===== src/rtl/rs_multi_entry.sv =====
// rs_multi_entry: multi-entry reservation station for one functional-unit class.
//
// Buffers up to DEPTH renamed instructions between dispatch and an execution
// unit. It snoops NUM_CDB result buses to wake up either operand. Each cycle it
// offers the oldest entry (by dispatch order) whose operands are both ready.
//
// Handshakes (both ports): a transfer happens on a rising clk edge where
// valid && ready are both high. valid never depends on ready in the same
// cycle. disp_ready and issue_valid come from registered state only; the
// exception is RS_CDB_BYPASS_EN, where issue_valid may also follow the
// current CDB.
//
// Optional feature macro: RS_CDB_BYPASS_EN
//   When defined, an entry whose last missing operand matches a valid CDB this
//   cycle is eligible this cycle, and that operand is forwarded from the CDB.
//   When undefined, eligibility uses the registered ready bits only.
//
// Ports:
//   clk, rst             clock; asynchronous active-high reset
//   flush                synchronous squash of all entries (beats dispatch/issue)
//   disp_*               dispatch request, payload, dest tag and operands
//   cdb_valid/rob_idx/   per-bus broadcast; bus 0 sits in the LSBs of the
//   cdb_data             packed vectors
//   issue_*              selected entry and its handshake with the execution unit
//   free_count           number of empty entries
module rs_multi_entry #(
    parameter int DEPTH         = 8,
    parameter int ROB_IDX_WIDTH = 5,
    parameter int DATA_WIDTH    = 32,
    parameter int NUM_CDB       = 2,
    parameter int PAYLOAD_WIDTH = 64,
    localparam int FREE_WIDTH   = $clog2(DEPTH + 1)
) (
    input  logic                             clk,
    input  logic                             rst,
    input  logic                             flush,
    input  logic                             disp_valid,
    output logic                             disp_ready,
    input  logic [PAYLOAD_WIDTH-1:0]         disp_payload,
    input  logic [ROB_IDX_WIDTH-1:0]         disp_rd_rob_idx,
    input  logic                             disp_rs1_ready,
    input  logic [DATA_WIDTH-1:0]            disp_rs1_data,
    input  logic [ROB_IDX_WIDTH-1:0]         disp_rs1_rob_idx,
    input  logic                             disp_rs2_ready,
    input  logic [DATA_WIDTH-1:0]            disp_rs2_data,
    input  logic [ROB_IDX_WIDTH-1:0]         disp_rs2_rob_idx,
    input  logic [NUM_CDB-1:0]               cdb_valid,
    input  logic [NUM_CDB*ROB_IDX_WIDTH-1:0] cdb_rob_idx,
    input  logic [NUM_CDB*DATA_WIDTH-1:0]    cdb_data,
    output logic                             issue_valid,
    input  logic                             issue_ready,
    output logic [PAYLOAD_WIDTH-1:0]         issue_payload,
    output logic [DATA_WIDTH-1:0]            issue_rs1_data,
    output logic [DATA_WIDTH-1:0]            issue_rs2_data,
    output logic [ROB_IDX_WIDTH-1:0]         issue_rd_rob_idx,
    output logic [FREE_WIDTH-1:0]            free_count
);

    // Entry storage
    logic [DEPTH-1:0]         e_valid;
    logic [DEPTH-1:0]         e_rs1_rdy;
    logic [DEPTH-1:0]         e_rs2_rdy;
    logic [PAYLOAD_WIDTH-1:0] e_payload  [DEPTH];
    logic [ROB_IDX_WIDTH-1:0] e_rd       [DEPTH];
    logic [ROB_IDX_WIDTH-1:0] e_rs1_tag  [DEPTH];
    logic [ROB_IDX_WIDTH-1:0] e_rs2_tag  [DEPTH];
    logic [DATA_WIDTH-1:0]    e_rs1_data [DEPTH];
    logic [DATA_WIDTH-1:0]    e_rs2_data [DEPTH];
    // Age matrix: e_older[i][j] = 1 means entry j was dispatched before entry i.
    // Bits for invalid entries may be stale. They are always masked by the
    // eligibility vector, and they are cleared when that slot is reallocated.
    logic [DEPTH-1:0]         e_older    [DEPTH];

    // Wakeup / capture results
    logic [DEPTH-1:0]         wk1;
    logic [DEPTH-1:0]         wk2;
    logic [DATA_WIDTH-1:0]    wk1_data [DEPTH];
    logic [DATA_WIDTH-1:0]    wk2_data [DEPTH];
    logic                     d1_hit;
    logic                     d2_hit;
    logic [DATA_WIDTH-1:0]    d1_cdb;
    logic [DATA_WIDTH-1:0]    d2_cdb;

    logic [DEPTH-1:0]         op1_rdy;
    logic [DEPTH-1:0]         op2_rdy;
    logic [DEPTH-1:0]         elig;
    logic [DEPTH-1:0]         sel;
    logic [DEPTH-1:0]         alloc_oh;
    logic                     issue_fire;
    logic                     disp_fire;

    // Returns {hit, data} for a tag. The loop scans from the highest bus down,
    // so the lowest-index matching bus is the one whose data is returned.
    function automatic logic [DATA_WIDTH:0] cdb_lookup(input logic [ROB_IDX_WIDTH-1:0] tag);
        logic [DATA_WIDTH:0] res;
        res = '0;
        for (int b = NUM_CDB - 1; b >= 0; b--) begin
            if (cdb_valid[b] && (cdb_rob_idx[b*ROB_IDX_WIDTH +: ROB_IDX_WIDTH] == tag)) begin
                res = {1'b1, cdb_data[b*DATA_WIDTH +: DATA_WIDTH]};
            end
        end
        return res;
    endfunction

    always_comb begin
        for (int i = 0; i < DEPTH; i++) begin
            {wk1[i], wk1_data[i]} = cdb_lookup(e_rs1_tag[i]);
            {wk2[i], wk2_data[i]} = cdb_lookup(e_rs2_tag[i]);
        end
        {d1_hit, d1_cdb} = cdb_lookup(disp_rs1_rob_idx);
        {d2_hit, d2_cdb} = cdb_lookup(disp_rs2_rob_idx);
    end

    // Eligibility and oldest-first select
    always_comb begin
`ifdef RS_CDB_BYPASS_EN
        op1_rdy = e_rs1_rdy | wk1;
        op2_rdy = e_rs2_rdy | wk2;
`else
        op1_rdy = e_rs1_rdy;
        op2_rdy = e_rs2_rdy;
`endif
        elig = e_valid & op1_rdy & op2_rdy;
        // An entry is selected when no older entry is also eligible. Valid
        // entries are totally ordered, so at most one bit of sel is set.
        for (int i = 0; i < DEPTH; i++) begin
            sel[i] = elig[i] && ((elig & e_older[i]) == '0);
        end
    end

    // Issue outputs: an AND-OR mux over the one-hot select. The outputs are
    // zero whenever nothing is eligible.
    always_comb begin
        issue_payload    = '0;
        issue_rd_rob_idx = '0;
        issue_rs1_data   = '0;
        issue_rs2_data   = '0;
        for (int i = 0; i < DEPTH; i++) begin
            if (sel[i]) begin
                issue_payload    = issue_payload | e_payload[i];
                issue_rd_rob_idx = issue_rd_rob_idx | e_rd[i];
`ifdef RS_CDB_BYPASS_EN
                issue_rs1_data   = issue_rs1_data | (e_rs1_rdy[i] ? e_rs1_data[i] : wk1_data[i]);
                issue_rs2_data   = issue_rs2_data | (e_rs2_rdy[i] ? e_rs2_data[i] : wk2_data[i]);
`else
                issue_rs1_data   = issue_rs1_data | e_rs1_data[i];
                issue_rs2_data   = issue_rs2_data | e_rs2_data[i];
`endif
            end
        end
        issue_valid = |elig;
    end

    // Lowest-index free slot, and the free-entry count
    always_comb begin
        logic found;
        found      = 1'b0;
        alloc_oh   = '0;
        free_count = '0;
        for (int i = 0; i < DEPTH; i++) begin
            if (!e_valid[i]) begin
                free_count = free_count + FREE_WIDTH'(1);
                if (!found) begin
                    alloc_oh[i] = 1'b1;
                    found       = 1'b1;
                end
            end
        end
    end

    assign disp_ready = (free_count != '0);
    assign issue_fire = issue_valid & issue_ready;
    assign disp_fire  = disp_valid & disp_ready;

    always_ff @(posedge clk or posedge rst) begin
        if (rst) begin
            e_valid   <= '0;
            e_rs1_rdy <= '0;
            e_rs2_rdy <= '0;
            for (int i = 0; i < DEPTH; i++) begin
                e_payload[i]  <= '0;
                e_rd[i]       <= '0;
                e_rs1_tag[i]  <= '0;
                e_rs2_tag[i]  <= '0;
                e_rs1_data[i] <= '0;
                e_rs2_data[i] <= '0;
                e_older[i]    <= '0;
            end
        end else if (flush) begin
            e_valid <= '0;
            for (int i = 0; i < DEPTH; i++) begin
                e_older[i] <= '0;
            end
        end else begin
            for (int i = 0; i < DEPTH; i++) begin
                if (e_valid[i] && !e_rs1_rdy[i] && wk1[i]) begin
                    e_rs1_rdy[i]  <= 1'b1;
                    e_rs1_data[i] <= wk1_data[i];
                end
                if (e_valid[i] && !e_rs2_rdy[i] && wk2[i]) begin
                    e_rs2_rdy[i]  <= 1'b1;
                    e_rs2_data[i] <= wk2_data[i];
                end
                if (issue_fire && sel[i]) begin
                    e_valid[i] <= 1'b0;
                end
                if (disp_fire && alloc_oh[i]) begin
                    e_valid[i]    <= 1'b1;
                    e_payload[i]  <= disp_payload;
                    e_rd[i]       <= disp_rd_rob_idx;
                    e_rs1_tag[i]  <= disp_rs1_rob_idx;
                    e_rs2_tag[i]  <= disp_rs2_rob_idx;
                    // Capture a result broadcast in the dispatch cycle itself,
                    // otherwise that wakeup would be missed.
                    e_rs1_rdy[i]  <= disp_rs1_ready | d1_hit;
                    e_rs2_rdy[i]  <= disp_rs2_ready | d2_hit;
                    e_rs1_data[i] <= disp_rs1_ready ? disp_rs1_data : d1_cdb;
                    e_rs2_data[i] <= disp_rs2_ready ? disp_rs2_data : d2_cdb;
                    // The new entry is younger than every entry valid now.
                    e_older[i]    <= e_valid;
                end else if (disp_fire) begin
                    // No surviving entry may consider the new slot older.
                    e_older[i] <= e_older[i] & ~alloc_oh;
                end
            end
        end
    end

endmodule


===== config.mk =====
export PLATFORM = sky130hd
export DESIGN_NAME = rs_multi_entry
export DESIGN_NICKNAME = d
export VERILOG_FILES = /design/src/rtl/rs_multi_entry.sv
export SDC_FILE = /design/constraint.sdc
export NUM_CORES = 2
export LEC_CHECK = 0
export CAP_MARGIN = 10
export CORE_MARGIN = 8
export CORE_UTILIZATION = 55
export DETAILED_ROUTE_END_ITERATION = 10
export HOLD_SLACK_MARGIN = 0.06
export PLACE_DENSITY_LB_ADDON = 0.12
export SETUP_SLACK_MARGIN = 0.2
export SYNTH_ARGS = -nofsm -noshare
export SYNTH_HDL_FRONTEND = slang
export SYNTH_SLANG_ARGS = --single-unit

===== constraint.sdc =====
create_clock -name clk -period 43.4 [get_ports clk]
set_clock_uncertainty 0.15 [all_clocks]
set_input_delay 10.85 -clock clk [delete_from_list [all_inputs] [get_ports clk]]
set_output_delay 10.85 -clock clk [all_outputs]
set_load 0.03 [all_outputs]

==> results.ini <==
[power]
ir_drop_mv = 0.2823
power.density_nw_per_um2 = 62.45
power_leakage_nw = 31.55

[logic_synthesis]
synth_warnings = 0
netlist_top_cells_area = dfrtp_1 45%, mux2_2 10%, a22oi_1 7.8%
synth_commonest_cells = 1,232 x dfrtp_1, 712 x a22oi_1, 634 x clkbuf_1
synth_top_area_frac = 0.4497
synth-main-ff-cell = dfrtp_1
yosys.area_share.simple = 0.1032
synthXorXnorAreaFrac = 0.02509
synth_top_area_cell = dfrtp_1
synth_top_family_by_area = compound AO/OA/AOI/OAI gates
postSynthAreaPerCell_sq_um = 10.22
synth_compound_area_frac = 0.2163
synth_edf_count = 0
synth-async-reset-ratio = 1.000
yosysMostFrequentCell = dfrtp_1
synth-seq-cells = 1232
synth_area_sq_um = 68560
synthCells = 6706
synthAdderAreaFrac = 0.001642
synth_nets = 6941
ys_seq_area_frac = 0.4497
ys_types = 72
synthMuxAreaShare = 0.1520

[route]
wl_per_cell_um = 33.85
wl_met2_mm = 117.6
antenna_left = 0
drcViolationCount = 0
topRoutingLayerUsed = met5
wl_met1_mm = 103.3
routed_wirelength_mm = 280.9
drt_pass1_iterations = 7
drt-vias-per-instance = 7.586
wl_met3_mm = 40.03
vias = 62939
first_iter_violations = 9502

[die]
die_y_um = 369.1
dieArea_sq_um = 136200
initial_utilization = 0.5545
core_sq_um = 123600
die_w_um = 369.1
ios = 365
core.rowCount = 129

[clock_network]
cts_resized = 0
htree_levels = 4
cts_setup_buffers = 0
path_clk_slew_ns = 0.06
cts_buffers = 138
cts_sinks = 1232
cts_tree = yes
cts_hold_buf = 0
clk_latency_ns = 0.79
cts_buffer_depth = 3
cts_root_buf = clkbuf_16

[sta]
hold_viol = 0
finalCritPeriodShare = 0.4078
setup_viol = 0
worstMarginPinSlew_ns = 1.364
max_freq_mhz = 56.50
finalMaxSlewViolations = 0
fin_crit_ns = 17.70
setup_tns_ns = 0
hold-worst-slack_ns = 0.3405
maxSlewHeadroom = 0.09064
rsz0062_at_grt = false

[cells_and_area]
layout.nets = 6777
fill_cells = 10008
final-seq-area_sq_um = 30830
drive_gt1_frac = 0.1834
multi_input_area_sq_um = 34690
fin_area_sq_um = 77590
syn2layout_area_growth_pct = 13.17

[global_route]
antenna_found_initial = 20
grt_overflow_total = 0
grt_start_max_net_pins = 189
grt_pass1_vias = 62849
grt_pass1_wl_mm = 415.9
grt_use_total = 0.3980

[worst_hold_path]
hp-class = flip-flop to flip-flop

[placed_design]
placed_area_sq_um = 72890
dp_hpwl_mm = 149.8
gp_congestion = 0.9358
io_buffers = 364

[setup_path]
crit_arrival_ns = 6.70
end_kind = primary output
critPathMaxStageDelay_ns = 0.67
critPathRequiredTime_ns = 32.40
path_cells = inv_1 -> ha_1 -> xnor2_1 -> ha_1 -> nand2b_1 -> nand2_1 -> ha_1 -> nor2_1 -> a31oi_1 -> ha_1 -> a22o_1 -> ha_1 -> nor2_1 -> nor2_1 -> ha_1 -> nor2_1 -> nand2_1 -> o32ai_2 -> o21a_4 -> inv_8 -> clkdlybuf4s50_1
cpMaxStageDelayCell = o32ai_2
criticalPathCategory = flip-flop to primary output
crit_top_cell = ha_1
path_max_fanout = 62
startpoint_type = flip-flop

[run_status]
status = finished, final reports clean

[flow_run]
drv_cap = 0

logic make-up (layout without fill, tap and decap cells):
| group | count (synthesis) | count (layout) |
|---|---|---|
| adders and majority gates | 9 | 9 |
| muxes | 957 | 957 |
| and+or+nand+nor | 1401 | 1401 |
| buffers and inverters | 889 | 831 |
| AOI/OAI and AO/OA | 2025 | 2025 |
| other | 0 | 12 |
| DFF | 1232 | 1232 |
| xor gates and xnor gates | 193 | 193 |
worst paths after layout:
| check | startpoint | end | slack [ns] | cells after the start |
|---|---|---|---|---|
| min | e_payload[119] | e_payload[119] | 0.34 | 1 |
| min in group asynchronous | rst | e_payload[173] | 10.48 | 2 |
| max in group asynchronous | rst | e_rs1_data[29] | 28.45 | 6 |
| max | e_valid[0] | disp_ready | 25.70 | 21 |
| max reg2reg | e_valid[0] | e_rs1_data[181] | 34.53 | 24 |
| min reg2reg | e_payload[119] | e_payload[119] | 0.34 | 1 |
final cells by class:
type / count / share of cell area
sequential: 1232 / 0.3974
multi-input combinational: 4585 / 0.4471
clock inverter: 44 / 0.007563
antenna: 12 / 0.0003870
timing repair buffer: 570 / 0.06778
tap: 1637 / 0.02640
clock buffer: 202 / 0.05254
inverter: 15 / 0.0008708
stage by stage:
step                      instances  setup slack [ns]  power [mW]    util
after global routing           8291             25.23       4.988  0.6274
after CTS                      8285             25.66       4.771  0.6273
after global placement         8039             26.42       3.539  0.5896
final                          8297             25.70       4.845  0.6275
after detailed placement       8039             26.48       3.565  0.5896
after floorplan                6706             15.38       2.950       -
sequential cells by signal, summed over array words and instances (netlist names):
| signal | flops |
|---|---|
| e_payload | 512 |
| e_valid | 8 |
| e_rs1_tag | 40 |
| e_rs1_rdy | 8 |
| e_rs1_data | 256 |
| e_rs2_tag | 40 |
| e_rs2_data | 256 |
| e_rs2_rdy | 8 |
| e_older | 64 |
| e_rd | 40 |
worst max-delay path: cells and delay by family (launching register included):
family	cells	cell delay, ns
AOI/OAI and AO/OA	4	1.40
adders and majority gates	6	1.95
and+or+nand+nor	7	0.80
buffers and inverters	3	1.07
xor gates and xnor gates	1	0.16
DFF	1	0.52
where the power goes:
| group | switching [mW] | internal, mW | total [mW] |
|---|---|---|---|
| Clock | 0.509 | 0.708 | 1.22 |
| Combinational | 1.58 | 0.577 | 2.16 |
| Sequential | 0.120 | 1.35 | 1.47 |
| Total | 2.21 | 2.63 | 4.85 |
routing by layer:
metal,vias to the layer above,global-route usage
met4,20,0.2379
met3,1481,0.1491
li1,25343,-
met1,30980,0.5080
met5,-,0.01104
met2,5115,0.5740
placed cells by master (no fill, tap or decap), drive strengths merged, types with 58 or more instances in the layout:
cell type / n
a31oi: 240
mux2i: 286
o31ai: 97
clkdlybuf4s50: 361
a21oi: 125
o21ai: 283
xor2: 145
mux2: 671
nor2: 335
a221o: 96
nand3: 242
nor3: 273
dfrtp: 1232
a22o: 98
buf: 209
a22oi: 712
a211oi: 58
nand2: 113
nand4: 253
clkbuf: 202
Power figures use the tool's default switching activity.
